[config.mk]
export PLATFORM = sky130hd
export DESIGN_NAME = sys_array_feeder
export DESIGN_NICKNAME = d
export VERILOG_FILES = /design/src/rtl/sys_array_feeder.sv
export SDC_FILE = /design/constraint.sdc
export NUM_CORES = 1
export LEC_CHECK = 0
export CORE_AREA = 2 2 229 231
export CTS_BUF_LIST = sky130_fd_sc_hd__clkbuf_16
export DETAILED_ROUTE_END_ITERATION = 8
export DIE_AREA = 0 0 231 233
export GPL_TIMING_DRIVEN = 0
export SYNTH_ARGS = -nofsm -noshare
export SYNTH_HDL_FRONTEND = slang
export SYNTH_SLANG_ARGS = --single-unit
[constraint.sdc]
create_clock -name clk -period 8.5 [get_ports clk]
set_clock_uncertainty 0.15 [all_clocks]
set_input_delay 1.275 -clock clk [delete_from_list [all_inputs] [get_ports clk]]
set_output_delay 1.275 -clock clk [all_outputs]
set_load 0.005 [all_outputs]
[src/rtl/sys_array_feeder.sv]
// Feeds a vector of signed pixels into a systolic array, waits out the array
// latency, captures the row results and reports the arg-max class.
module sys_array_feeder #(
  parameter int DATA_WIDTH = 8,
  parameter int ARRAY_W    = 10,
  parameter int ARRAY_L    = 30,
  parameter int LATENCY    = 40
) (
  input  logic                          clk,
  input  logic                          reset,
  input  logic                          s_valid,
  output logic                          s_ready,
  input  logic signed [DATA_WIDTH-1:0]  s_data,
  input  logic                          s_last,
  output logic signed [DATA_WIDTH-1:0]  array_input_data [0:ARRAY_L-1],
  output logic [15:0]                   array_a_l,
  input  logic signed [2*DATA_WIDTH-1:0] array_output_data [0:ARRAY_W-1],
  output logic                          m_valid,
  input  logic                          m_ready,
  output logic signed [2*DATA_WIDTH-1:0] m_result [0:ARRAY_W-1],
  output logic [$clog2(ARRAY_W)-1:0]    m_class,
  output logic                          busy
);

  localparam int CNT_W  = $clog2(ARRAY_L);
  localparam int IDX_W  = $clog2(ARRAY_W);
  localparam int HOLD_W = $clog2(LATENCY + 1);

  localparam logic [CNT_W-1:0]  LAST_COL  = CNT_W'(ARRAY_L - 1);
  localparam logic [IDX_W-1:0]  LAST_ROW  = IDX_W'(ARRAY_W - 1);
  localparam logic [HOLD_W-1:0] HOLD_INIT = HOLD_W'(LATENCY - 1);

  localparam logic [2:0] S_FILL    = 3'd0;
  localparam logic [2:0] S_HOLD    = 3'd1;
  localparam logic [2:0] S_CAPTURE = 3'd2;
  localparam logic [2:0] S_ARGMAX  = 3'd3;
  localparam logic [2:0] S_OUT     = 3'd4;

  logic [2:0]                    r_state;
  logic [CNT_W-1:0]              r_cnt;
  logic [HOLD_W-1:0]             r_hold_cnt;
  logic [IDX_W-1:0]              r_arg_idx;
  logic [15:0]                   r_a_l;
  logic signed [DATA_WIDTH-1:0]  r_buf    [0:ARRAY_L-1];
  logic signed [2*DATA_WIDTH-1:0] r_result [0:ARRAY_W-1];
  logic signed [2*DATA_WIDTH-1:0] r_best;
  logic [IDX_W-1:0]              r_class;

  logic w_accept;
  logic w_close;

  assign s_ready  = (r_state == S_FILL);
  assign busy     = (r_state != S_FILL);
  assign m_valid  = (r_state == S_OUT);
  assign w_accept = s_valid && s_ready;
  assign w_close  = w_accept && (s_last || (r_cnt == LAST_COL));

  assign array_input_data = r_buf;
  assign array_a_l        = r_a_l;
  assign m_result         = r_result;
  assign m_class          = r_class;

  // NOTE: sequential state uses non-blocking assignments only, so every
  // register samples pre-edge values regardless of statement order.
  always_ff @(posedge clk) begin
    if (reset) begin
      r_state    <= S_FILL;
      r_cnt      <= '0;
      r_hold_cnt <= '0;
      r_arg_idx  <= '0;
      r_a_l      <= 16'(ARRAY_L);
      r_best     <= '0;
      r_class    <= '0;
      // NOTE: the buffer must be reset element by element because unwritten
      // columns are required to read 0; this forces flops, not a RAM macro.
      for (int i = 0; i < ARRAY_L; i++) r_buf[i] <= '0;
      for (int i = 0; i < ARRAY_W; i++) r_result[i] <= '0;
    end else begin
      case (r_state)
        S_FILL: begin
          if (w_accept) begin
            r_buf[r_cnt] <= s_data;
            if (w_close) begin
              r_a_l      <= 16'(r_cnt) + 16'd1;
              r_cnt      <= '0;
              r_hold_cnt <= HOLD_INIT;
              r_state    <= S_HOLD;
            end else begin
              r_cnt <= r_cnt + 1'b1;
            end
          end
        end
        S_HOLD: begin
          if (r_hold_cnt == '0) r_state <= S_CAPTURE;
          else                  r_hold_cnt <= r_hold_cnt - 1'b1;
        end
        S_CAPTURE: begin
          r_result  <= array_output_data;
          r_arg_idx <= '0;
          r_state   <= S_ARGMAX;
        end
        S_ARGMAX: begin
          // Strictly greater keeps the earliest row on ties.
          if ((r_arg_idx == '0) || (r_result[r_arg_idx] > r_best)) begin
            r_best  <= r_result[r_arg_idx];
            r_class <= r_arg_idx;
          end
          if (r_arg_idx == LAST_ROW) begin
            r_arg_idx <= '0;
            r_state   <= S_OUT;
          end else begin
            r_arg_idx <= r_arg_idx + 1'b1;
          end
        end
        S_OUT: begin
          if (m_ready) begin
            for (int i = 0; i < ARRAY_L; i++) r_buf[i] <= '0;
            r_state <= S_FILL;
          end
        end
        default: r_state <= S_FILL;
      endcase
    end
  end

endmodule

==> flow_summary.toml, run 1 <==
[routing]
final_antenna_net_count = 0
drt_iter0_markers = 1519
wirelength_um = 78750
vias = 17651
drcViolationCount = 0
firstDrtPassIters = 5
wire_length_per_cell_after_detailed_routing_um = 23.62
post_drt_via_cell_ratio = 5.294

[critical_path]
timing.rr.end = "r_best[5]$_SDFFE_PP0P_"
r2r_slack_ps = 3600
crit_path_max_fanout = 10
start_kind = "flop"
worstSetupPathType = "flop to flop"
arrival_ps = 5260
reg2reg_launch_point = "r_arg_idx[1]$_SDFFE_PP0P_"
worst-endpoint-required_ps = 8850
critPathCaptureType = "flop"
r2r.worst_path.cells = 13

[clock_tree]
clk-insertion-delay-late_ps = 590
cts.repair_timing.setup_buffer_count = 0
cts_sinks = 444
tritoncts_clock_tree = "yes"
htreeDepth = 2
path_clk_slew_ps = 60
cts_buffers = 49
postCtsResizedCells = 0
cts_buffer_depth = 3
ctsRootBufferMaster = "sky130_fd_sc_hd__clkbuf_16"
cts.hold.buffers_added = 0

[die]
top_level_ports = 596
floorplan.rows = 83
dieArea_um2 = 53820
die_width_um = 231
design.core.area_um2 = 51090
initial_core_util_pct = 34.16
floorplan.die.height_um = 233

[logic_synthesis]
warning_count_from_the_yosys_run = 0
yosysTopAreaCell = "sky130_fd_sc_hd__dfxtp_1"
synth-edff-count = 0
synthesis.area_um2 = 17450
synth.distinct_cells = 57
postSynthCellCount = 1965
synth_largest_type_area_fraction_pct = 50.93
async_flop_share_pct = 0
synth.area.top_cells = "sky130_fd_sc_hd__dfxtp_1 (51%), sky130_fd_sc_hd__a22oi_1 (10%), sky130_fd_sc_hd__nand2_1 (7.3%)"
synthesis.area_per_instance_um2 = 8.882
synth_sequential_area_ratio_pct = 50.93
synth_seq_cells = 444
ys_dominant_reg_cell = "sky130_fd_sc_hd__dfxtp_1"

[finish]
net_count_of_the_finished_layout = 2807
drive_above_1_share_pct = 6.642
final.fill_count = 4831
layout.cell_area.non_filler_um2 = 25760
final_util_pct = 50.42
syn_to_final_growth_pct = 47.62

[flow_run]
max_cap_viol_count = 0

[sta]
setup_viol = 0
grt_setup_unrepaired = "no"
slew_violations = 0
final_critical_period_ps = 4901
post-route-worst-setup-slack_ps = 3599
totalNegativeSetupSlack_ps = 0
rel_slew_slack_pct = 28.30
min_period_over_period_pct = 57.65
max_slew.worst_pin.slew_ps = 1072
maxClockFrequency_ghz = 0.2041
finalHoldViolations = 0

[place]
port_buffers = 584
dp.final_hpwl_um = 61150
weighted_congestion_at_the_end_of_routability_driven_global_placement = 0.8941
place_worst_setup_slack_ps = 3603
placedInstanceArea_um2 = 24180

[power]
power.density_cell_area_nw_per_um2 = 187.3
ir_worst_vdd_mv = 0.1602
power.leakage_nw = 8.912

[hold_path]
timing.hold.worst.start = "m_result[56]$_SDFFE_PP0P_"
hold_path.class = "flop to flop"
timing.hold.worst_endpoint = "m_result[56]$_SDFFE_PP0P_"
worst_hold_path.num_cells = 2

[global_routing]
global_route.usage.total_pct = 28.07
grt_remaining_overflow = 0
grt_antenna_before_repair = 4
grt_first_pass_wirelength_um = 112800
vias_in_the_first_global_route = 17027
grt_start_max_net_pins = 14

[outcome]
outcome = "completed"
cell usage in the layout, fill, tap and decap left out, types with 6 or more instances in the layout:
master                            Yosys  routed
sky130_fd_sc_hd__clkdlybuf4s50_1      0     584
sky130_fd_sc_hd__dfxtp_1            444     444
sky130_fd_sc_hd__nand2_1            338     338
sky130_fd_sc_hd__nor2_1             290     290
sky130_fd_sc_hd__a22oi_1            242     242
sky130_fd_sc_hd__a21oi_1            193     193
sky130_fd_sc_hd__clkbuf_1           100     100
sky130_fd_sc_hd__clkbuf_16            0      51
sky130_fd_sc_hd__buf_2               34      34
sky130_fd_sc_hd__mux2i_1             32      32
sky130_fd_sc_hd__inv_1               26      32
sky130_fd_sc_hd__mux4_2              32      32
sky130_fd_sc_hd__nor3_1              30      30
sky130_fd_sc_hd__o21ai_1             30      30
sky130_fd_sc_hd__ha_1                25      25
sky130_fd_sc_hd__o22ai_1             16      16
sky130_fd_sc_hd__clkinv_1             0      16
sky130_fd_sc_hd__buf_4               12      12
sky130_fd_sc_hd__nand2b_1            11      11
sky130_fd_sc_hd__nand3_1             10      10
sky130_fd_sc_hd__o21ai_0             10      10
sky130_fd_sc_hd__nor3_2              10      10
sky130_fd_sc_hd__conb_1               1      10
sky130_fd_sc_hd__clkinv_2             0      10
sky130_fd_sc_hd__and2_1               8       8
sky130_fd_sc_hd__buf_6                6       6
sky130_fd_sc_hd__xor2_1               6       6
sequential cells by signal, indices dropped and copies added (netlist names):
| name | flops |
|---|---|
| m_class | 4 |
| array_input_data | 240 |
| m_result | 160 |
| array_a_l | 6 |
| r_state | 3 |
| r_arg_idx | 4 |
| r_best | 16 |
| r_hold_cnt | 6 |
| r_cnt | 5 |
worst max path at each step:
stage          slack (ps)                      start  cells after the start                 endpoint
2_1_floorplan        4830  r_arg_idx[0]$_SDFFE_PP0P_                     13  r_best[10]$_SDFFE_PP0P_
3_3_place_gp         3670  r_arg_idx[1]$_SDFFE_PP0P_                     13   r_best[9]$_SDFFE_PP0P_
3_5_place_dp         3600  r_arg_idx[1]$_SDFFE_PP0P_                     13  r_best[11]$_SDFFE_PP0P_
4_1_cts              3580  r_arg_idx[1]$_SDFFE_PP0P_                     13  r_best[11]$_SDFFE_PP0P_
5_1_grt              3310  r_arg_idx[1]$_SDFFE_PP0P_                     13  r_best[11]$_SDFFE_PP0P_
6_report             3600  r_arg_idx[1]$_SDFFE_PP0P_                     13   r_best[5]$_SDFFE_PP0P_
power by group:
group          internal [mW]  total [mW]  switching (mW)
combinational          0.236       0.542           0.305
clock                   1.21        2.11           0.901
sequential              2.13        2.18          0.0473
worst max-delay path, stage by stage (launching register included):
cell and delay [ps]:
sky130_fd_sc_hd__dfxtp_1 340, sky130_fd_sc_hd__clkbuf_1 520, sky130_fd_sc_hd__clkbuf_1 770, sky130_fd_sc_hd__mux4_2 450
sky130_fd_sc_hd__mux2i_1 350, sky130_fd_sc_hd__o22ai_1 180, sky130_fd_sc_hd__ha_1 330, sky130_fd_sc_hd__nand4_1 150
sky130_fd_sc_hd__nor4_2 390, sky130_fd_sc_hd__o21ai_2 180, sky130_fd_sc_hd__a311oi_4 600, sky130_fd_sc_hd__buf_6 220
sky130_fd_sc_hd__nor3_1 70, sky130_fd_sc_hd__nor3_2 110
through the flow:
stage          hold slack, ps  total power [mW]  std cells
6_report                316.4             4.826       3334
2_1_floorplan           310.5             2.446       1974
4_1_cts                 316.7             4.846       3330
3_5_place_dp            305.4             2.757       3238
5_1_grt                 342.1             4.971       3333
3_3_place_gp            303.4             2.752       3238
cell families (layout without fill, tap and decap cells):
kind of cell / after synthesis / in the layout / share of synthesized area [%]
AO/OA/AOI/OAI: 517 / 517 / 19.11
XOR/XNOR: 10 / 10 / 0.5018
adder cells (fa/ha/maj): 25 / 25 / 1.792
buffers and inverters: 188 / 864 / 4.968
flip-flops: 444 / 444 / 50.93
multiplexers: 64 / 64 / 5.965
other: 1 / 14 / 0.02149
AND/OR/NAND/NOR: 716 / 716 / 16.71
final cells by class:
class,instances,area [µm²],share of cell area (%)
Sequential cell,444,8889,34.50
Multi-Input combinational cell,1342,7731,30.01
Timing Repair Buffer,584,5846,22.69
Clock buffer,51,1276,4.954
Tap cell,680,850.8,3.302
Buffer,161,765.7,2.972
Clock inverter,41,294.0,1.141
Inverter,27,101.3,0.3934
Antenna cell,4,10.01,0.03885
synthesized netlist by cell type, types with 2 or more instances:
library cell	n
sky130_fd_sc_hd__nor3_2	10
sky130_fd_sc_hd__ha_1	25
sky130_fd_sc_hd__nand3_1	10
sky130_fd_sc_hd__nand4_1	3
sky130_fd_sc_hd__o22ai_1	16
sky130_fd_sc_hd__a21oi_1	193
sky130_fd_sc_hd__mux2i_1	32
sky130_fd_sc_hd__and2_1	8
sky130_fd_sc_hd__or3_1	2
sky130_fd_sc_hd__o21ai_0	10
sky130_fd_sc_hd__xnor2_1	4
sky130_fd_sc_hd__mux4_2	32
sky130_fd_sc_hd__nor3b_1	2
sky130_fd_sc_hd__a211oi_1	3
sky130_fd_sc_hd__nor3_1	30
sky130_fd_sc_hd__a21o_2	2
sky130_fd_sc_hd__a22oi_1	242
sky130_fd_sc_hd__nor4b_1	2
sky130_fd_sc_hd__a211o_1	3
sky130_fd_sc_hd__nand2b_1	11
sky130_fd_sc_hd__buf_4	12
sky130_fd_sc_hd__buf_1	5
sky130_fd_sc_hd__o21ai_1	30
sky130_fd_sc_hd__nor2b_1	4
sky130_fd_sc_hd__nand2_1	338
sky130_fd_sc_hd__buf_6	6
sky130_fd_sc_hd__dfxtp_1	444
sky130_fd_sc_hd__inv_1	26
sky130_fd_sc_hd__xor2_1	6
sky130_fd_sc_hd__buf_2	34
sky130_fd_sc_hd__a21o_1	5
sky130_fd_sc_hd__clkbuf_1	100
sky130_fd_sc_hd__nor2_1	290
sky130_fd_sc_hd__dlymetal6s2s_1	2
per-layer routing:
| metal | vias up | share of wire, % | global-route usage (%) |
|---|---|---|---|
| met5 | - | 0 | 0 |
| met4 | 0 | 3.1 | 9.395 |
| met3 | 130 | 8.7 | 8.002 |
| met2 | 808 | 48 | 47.60 |
| met1 | 8583 | 40 | 34.10 |
| li1 | 8130 | - | - |
(Power assumes the default switching activity.)
==> run 2: changes to the inputs <==
- PLACE_DENSITY: default -> 0.65
- clock period: 8.5 -> 4.3 ns (I/O delays scaled with it)
==> run 2 against run 1 <==
Against the previous run: first-iteration DRC count is 7.4% lower; non-clock buffer count stayed put; register-to-register slack worse by 3400 ps; total power is 95% higher; flip-flop and latch count stayed put; worst hold slack worse by 3.4 ps; cell count is 0.12% lower; core utilization hardly changed; clock power is 91% higher; critical endpoint is now r_best[10]$_SDFFE_PP0P_; largest cell class unchanged.
==> flow_summary.toml, run 2 (same netlist as run 1, synthesis figures left out) <==
[routing]
final_antenna_net_count = 0
top_routing_layer_in_use = "met5"
wirelength_um = 78260
drt_iter0_markers = 1407
drcViolationCount = 0
post_drt_via_cell_ratio = 5.363
met1Wirelength_um = 31300
wire_length_per_cell_after_detailed_routing_um = 23.50
wl_met3_um = 7048
vias = 17858
met2RoutedLength_um = 36920
firstDrtPassIters = 5

[sta]
max_slew.worst_pin.slew_ps = 1025
post-route-worst-setup-slack_ps = 233.2
min_period_over_period_pct = 94.58
setup_viol = 0
rel_slew_slack_pct = 31.42
grt_setup_unrepaired = "no"
timing.hold.ws_ps = 312.9
slew_violations = 0
final_critical_period_ps = 4067
finalHoldViolations = 0
totalNegativeSetupSlack_ps = 0
maxClockFrequency_ghz = 0.2459

[critical_path]
startpoint = "r_arg_idx[1]$_SDFFE_PP0P_"
start_kind = "flop"
r2r.worst_path.cells = 13
r2r_slack_ps = 230
timing.critical_path.cells = "clkbuf_2, clkbuf_4, mux4_2, mux2i_1, o22ai_1, ha_1, nand4_1, nor4_4, o21ai_2, a311o_2, buf_6, a21oi_1, nor3_2"
critical_path.endpoint = "r_best[10]$_SDFFE_PP0P_"
critPathCaptureType = "flop"
crit_path_max_fanout = 10
worstSetupPathType = "flop to flop"
worst_path_dominant_cell_family = "compound AO/OA/AOI/OAI gates"
critical_path_cell_count = 13
arrival_ps = 4370
max_stage_delay_ps = 450
worst-endpoint-required_ps = 4600
critical_path.n_buffers_inverters = 3
cp_slowest_cell = "sky130_fd_sc_hd__a311o_2"
timing.rr.end = "r_best[10]$_SDFFE_PP0P_"
reg2reg_launch_point = "r_arg_idx[1]$_SDFFE_PP0P_"

[die]
top_level_ports = 596
initial_core_util_pct = 34.16
die_width_um = 231
floorplan.rows = 83
design.core.area_um2 = 51090
floorplan.die.height_um = 233
dieArea_um2 = 53820

[global_routing]
grt_antenna_before_repair = 5
global_route.usage.total_pct = 27.83
grt_first_pass_wirelength_um = 111500
vias_in_the_first_global_route = 16933
grt_start_max_net_pins = 13
grt_remaining_overflow = 0

[power]
pwr-share-comb_pct = 11.5
p_sw_share_pct = 26.08
finalPower_mw = 9.405
power.density_cell_area_nw_per_um2 = 364.9
ir_worst_vdd_mv = 0.2646
register_share_of_total_power_pct = 45.8
power.leakage_nw = 8.913
power_report.internal_total_mw = 6.952
clock_share_of_power_pct = 42.7
switchingPower_mw = 2.453

[outcome]
outcome = "completed"

[place]
placedInstanceArea_um2 = 24180
weighted_congestion_at_the_end_of_routability_driven_global_placement = 0.9349
place_worst_setup_slack_ps = -521.7
dp.final_hpwl_um = 60600
port_buffers = 584
place.detailed.instances = 3238

[clock_tree]
ctsRootBufferMaster = "sky130_fd_sc_hd__clkbuf_16"
clk-insertion-delay-late_ps = 590
cts_buffers = 49
path_clk_slew_ps = 60
tritoncts_clock_tree = "yes"
htreeDepth = 2
cts.hold.buffers_added = 0
cts_buffer_depth = 3
cts_sinks = 444

[finish]
drive_above_1_share_pct = 6.689
stdcell_count = 3330
layout.cells.most_common = "sky130_fd_sc_hd__clkdlybuf4s50_1"
syn_to_final_growth_pct = 47.67
final_util_pct = 50.44
max_ffs_per_register = 240
layout.cell_area.non_filler_um2 = 25770
layout_common_cells = "sky130_fd_sc_hd__clkdlybuf4s50_1 (584), sky130_fd_sc_hd__dfxtp_1 (444), sky130_fd_sc_hd__nand2_1 (338)"
net_count_of_the_finished_layout = 2807

[flow_run]
max_cap_viol_count = 0

[hold_path]
hold_path.class = "flop to flop"
==> run 2: cell types whose count changed in the layout (fill, tap and decap cells not counted), moves of 2 or more <==
cell,previous run,this run
sky130_fd_sc_hd__clkbuf_4,0,2
sky130_fd_sc_hd__mux2i_1,32,27
sky130_fd_sc_hd__buf_2,34,30
sky130_fd_sc_hd__buf_6,6,8
sky130_fd_sc_hd__clkinv_1,16,10
sky130_fd_sc_hd__clkinvlp_4,2,0
sky130_fd_sc_hd__clkbuf_1,100,96
sky130_fd_sc_hd__mux2i_2,0,5
sky130_fd_sc_hd__inv_1,32,44
sky130_fd_sc_hd__clkbuf_2,0,2
sky130_fd_sc_hd__clkinv_2,10,5
==> run 2: cell type report <==
class,count,area (µm²)
sequential,444,8889
fill,4784,25320
buffer,160,793.3
timing repair buffer,585,5866
clock inverter,38,245.2
tap,680,850.8
antenna,4,10.01
inverter,27,101.3
multi-input combinational,1342,7766
clock buffer,50,1251
==> run 2: power groups by stage <==
stage | registers [mW] | logic [mW] | clock network, mW
final | 4.31 | 1.09 | 4.02
after CTS | 4.30 | 1.07 | 4.05
after floorplan | 4.36 | 0.471 | 0
after detailed placement | 4.39 | 1.06 | 0
after global placement | 4.39 | 1.06 | 0
after global routing | 4.31 | 1.16 | 4.23
==> run 2: worst min path at each step <==
stage | endpoint | cells past startpoint | startpoint | slack, ps
2_1_floorplan | r_hold_cnt[0]$_SDFFE_PP0P_ | 1 | r_hold_cnt[0]$_SDFFE_PP0P_ | 310
3_3_place_gp | array_a_l[4]$_SDFFE_PP1P_ | 1 | array_a_l[4]$_SDFFE_PP1P_ | 300
3_5_place_dp | array_a_l[2]$_SDFFE_PP1P_ | 1 | array_a_l[2]$_SDFFE_PP1P_ | 310
4_1_cts | array_a_l[2]$_SDFFE_PP1P_ | 1 | array_a_l[2]$_SDFFE_PP1P_ | 320
5_1_grt | m_result[124]$_SDFFE_PP0P_ | 2 | m_result[124]$_SDFFE_PP0P_ | 340
6_report | array_a_l[2]$_SDFFE_PP1P_ | 1 | array_a_l[2]$_SDFFE_PP1P_ | 310
==> run 2: routing by layer <==
layer | track usage, % | vias to the layer above
li1 | - | 8157
met2 | 46.26 | 853
met3 | 7.512 | 150
met4 | 10.56 | 2
met5 | 0 | -
met1 | 34.37 | 8696
==> run 2: timing repair <==
| action | in CTS | in global routing |
|---|---|---|
| buffers inserted | 1 | 0 |
| endpoints found under the setup margin | 20 | 20 |
| gates resized for setup | 10 | 15 |
| pin swaps | 1 | 1 |
==> run 3: changes to the inputs <==
- DONT_BUFFER_PORTS: default -> 1
- PLACE_DENSITY: 0.65 -> default
==> run 3 against run 2 <==
Against the previous run: first-iteration DRC count fell by 2.1%; non-clock buffer count shrank 578; maximum frequency down 0.98%; cell area shrank 22%; routed wire length shrank 7.0%; critical path depth unchanged; register-to-register slack worse by 40 ps; sequential share of layout area up 10 points; combinational power down 34%; global-route usage fell by 2.1 points; highest routed layer is now met4.
==> flow_summary.toml, run 3 (same netlist as run 1, synthesis figures left out) <==
[global_routing]
grt_start_max_net_pins = 15
vias_in_the_first_global_route = 14625
grt_remaining_overflow = 0
grt_antenna_before_repair = 2
grt_first_pass_wirelength_um = 102600
global_route.usage.total_pct = 25.68

[die]
dieArea_um2 = 53820
top_level_ports = 596
die_width_um = 231
floorplan.die.height_um = 233
design.core.area_um2 = 51090
initial_core_util_pct = 34.16
floorplan.rows = 83

[power]
power.leakage_nw = 6.854
ir_worst_vdd_mv = 0.2895
finalPower_mw = 9.186
power.density_cell_area_nw_per_um2 = 459.7

[sta]
min_period_over_period_pct = 95.51
grt_setup_unrepaired = "no"
setup_viol = 0
post-route-worst-setup-slack_ps = 193.0
maxClockFrequency_ghz = 0.2435
finalHoldViolations = 0
totalNegativeSetupSlack_ps = 0
rel_slew_slack_pct = 29.94
max_slew.worst_pin.slew_ps = 1047
slew_violations = 0
timing.hold.ws_ps = 22.46
final_critical_period_ps = 4107

[clock_tree]
cts_buffer_depth = 3
ctsRootBufferMaster = "sky130_fd_sc_hd__clkbuf_16"
htreeDepth = 2
tritoncts_clock_tree = "yes"
cts_sinks = 444
cts_buffers = 48
path_clk_slew_ps = 60
clk-insertion-delay-late_ps = 620

[routing]
drcViolationCount = 0
wirelength_um = 72770
post_drt_via_cell_ratio = 5.687
final_antenna_net_count = 0
vias = 15639
drt_iter0_markers = 1378
wire_length_per_cell_after_detailed_routing_um = 26.46
firstDrtPassIters = 6

[place]
port_buffers = 0
dp.final_hpwl_um = 55880
place_worst_setup_slack_ps = -653.5
weighted_congestion_at_the_end_of_routability_driven_global_placement = 0.9579
placedInstanceArea_um2 = 18340

[critical_path]
worst-endpoint-required_ps = 4600
worstSetupPathType = "flop to flop"
crit_path_max_fanout = 10
start_kind = "flop"
startpoint = "r_arg_idx[0]$_SDFFE_PP0P_"
r2r_slack_ps = 190
critPathCaptureType = "flop"
r2r.worst_path.cells = 13
timing.rr.end = "r_best[11]$_SDFFE_PP0P_"
critical_path.endpoint = "r_best[11]$_SDFFE_PP0P_"
arrival_ps = 4410
reg2reg_launch_point = "r_arg_idx[0]$_SDFFE_PP0P_"

[outcome]
outcome = "completed"

[finish]
layout.cell_area.non_filler_um2 = 19980
layout.cells.most_common = "sky130_fd_sc_hd__dfxtp_1"
final.fill_count = 5210
syn_to_final_growth_pct = 14.50
net_count_of_the_finished_layout = 2228
drive_above_1_share_pct = 9.188
max_ffs_per_register = 240
layout_common_cells = "sky130_fd_sc_hd__dfxtp_1 (444), sky130_fd_sc_hd__nand2_1 (338), sky130_fd_sc_hd__nor2_1 (290)"

[flow_run]
max_cap_viol_count = 0

[hold_path]
hold_path.class = "primary input to flop"
timing.hold.worst.start = "array_output_data[138]"
[run 3: final cells by class]
class / count / area, µm² / area share [%]
Multi-Input combinational cell: 1342 / 7760 / 38.83
Tap cell: 680 / 850.8 / 4.257
Inverter: 27 / 101.3 / 0.5071
Antenna cell: 2 / 5.005 / 0.02504
Timing Repair Buffer: 6 / 50.05 / 0.2504
Clock buffer: 48 / 1201 / 6.010
Clock inverter: 40 / 336.6 / 1.684
Sequential cell: 444 / 8889 / 44.48
Buffer: 161 / 790.8 / 3.957
[run 3: how the worst min path moves through the flow]
stage | end | slack, ps | depth (start not counted)
after detailed placement | m_result[134]$_SDFFE_PP0P_ | 340 | 2
after global routing | m_result[134]$_SDFFE_PP0P_ | 10 | 2
after CTS | m_result[151]$_SDFFE_PP0P_ | 0.8 | 2
final | m_result[138]$_SDFFE_PP0P_ | 20 | 2
after floorplan | r_hold_cnt[0]$_SDFFE_PP0P_ | 310 | 1
after global placement | m_result[111]$_SDFFE_PP0P_ | 330 | 2
[run 3: report_power, final]
group          internal [mW]  switching (mW)
Clock                   2.29            1.83
Sequential              4.21           0.135
Combinational          0.209           0.513
Total                   6.71            2.48
[run 3: layer usage]
| layer | wire [µm] | share of wire [%] | global-route usage [%] | vias to the layer above |
|---|---|---|---|---|
| met5 | 0 | 0 | 0 | - |
| met4 | 2833 | 3.9 | 9.980 | 0 |
| met3 | 7916 | 11 | 8.860 | 163 |
| met2 | 34360 | 47 | 42.21 | 850 |
| met1 | 27670 | 38 | 30.81 | 7666 |
| li1 | - | - | - | 6960 |
[run 3: timing repair]
| item | 4_1_cts | 5_1_grt |
|---|---|---|
| pin swaps | 1 | 0 |
| gates resized for setup | 10 | 16 |
| hold buffers | 2 | 0 |
| hold endpoints to repair | 2 | 0 |
| endpoints found under the setup margin | 20 | 20 |
| buffers inserted | 4 | 0 |
[run 3: per-stage QoR]
stage / instances / utilization (%)
after floorplan: 1974 / -
after CTS: 2748 / 39.04
after global routing: 2750 / 39.11
after detailed placement: 2654 / 35.89
final: 2750 / 39.11
after global placement: 2654 / 35.89
[run 3: worst max-delay path, cell delays in order (launching register included)]
cell                      delay (ps)
sky130_fd_sc_hd__dfxtp_1         360
sky130_fd_sc_hd__buf_4           230
sky130_fd_sc_hd__buf_6           230
sky130_fd_sc_hd__mux4_2          560
sky130_fd_sc_hd__mux2i_2         270
sky130_fd_sc_hd__o22ai_1         170
sky130_fd_sc_hd__ha_1            310
sky130_fd_sc_hd__nand4_1         230
sky130_fd_sc_hd__nor4_4          420
sky130_fd_sc_hd__o21ai_2         170
sky130_fd_sc_hd__a311o_2         460
sky130_fd_sc_hd__buf_6           160
sky130_fd_sc_hd__a21oi_1         170
sky130_fd_sc_hd__nor3_2           60
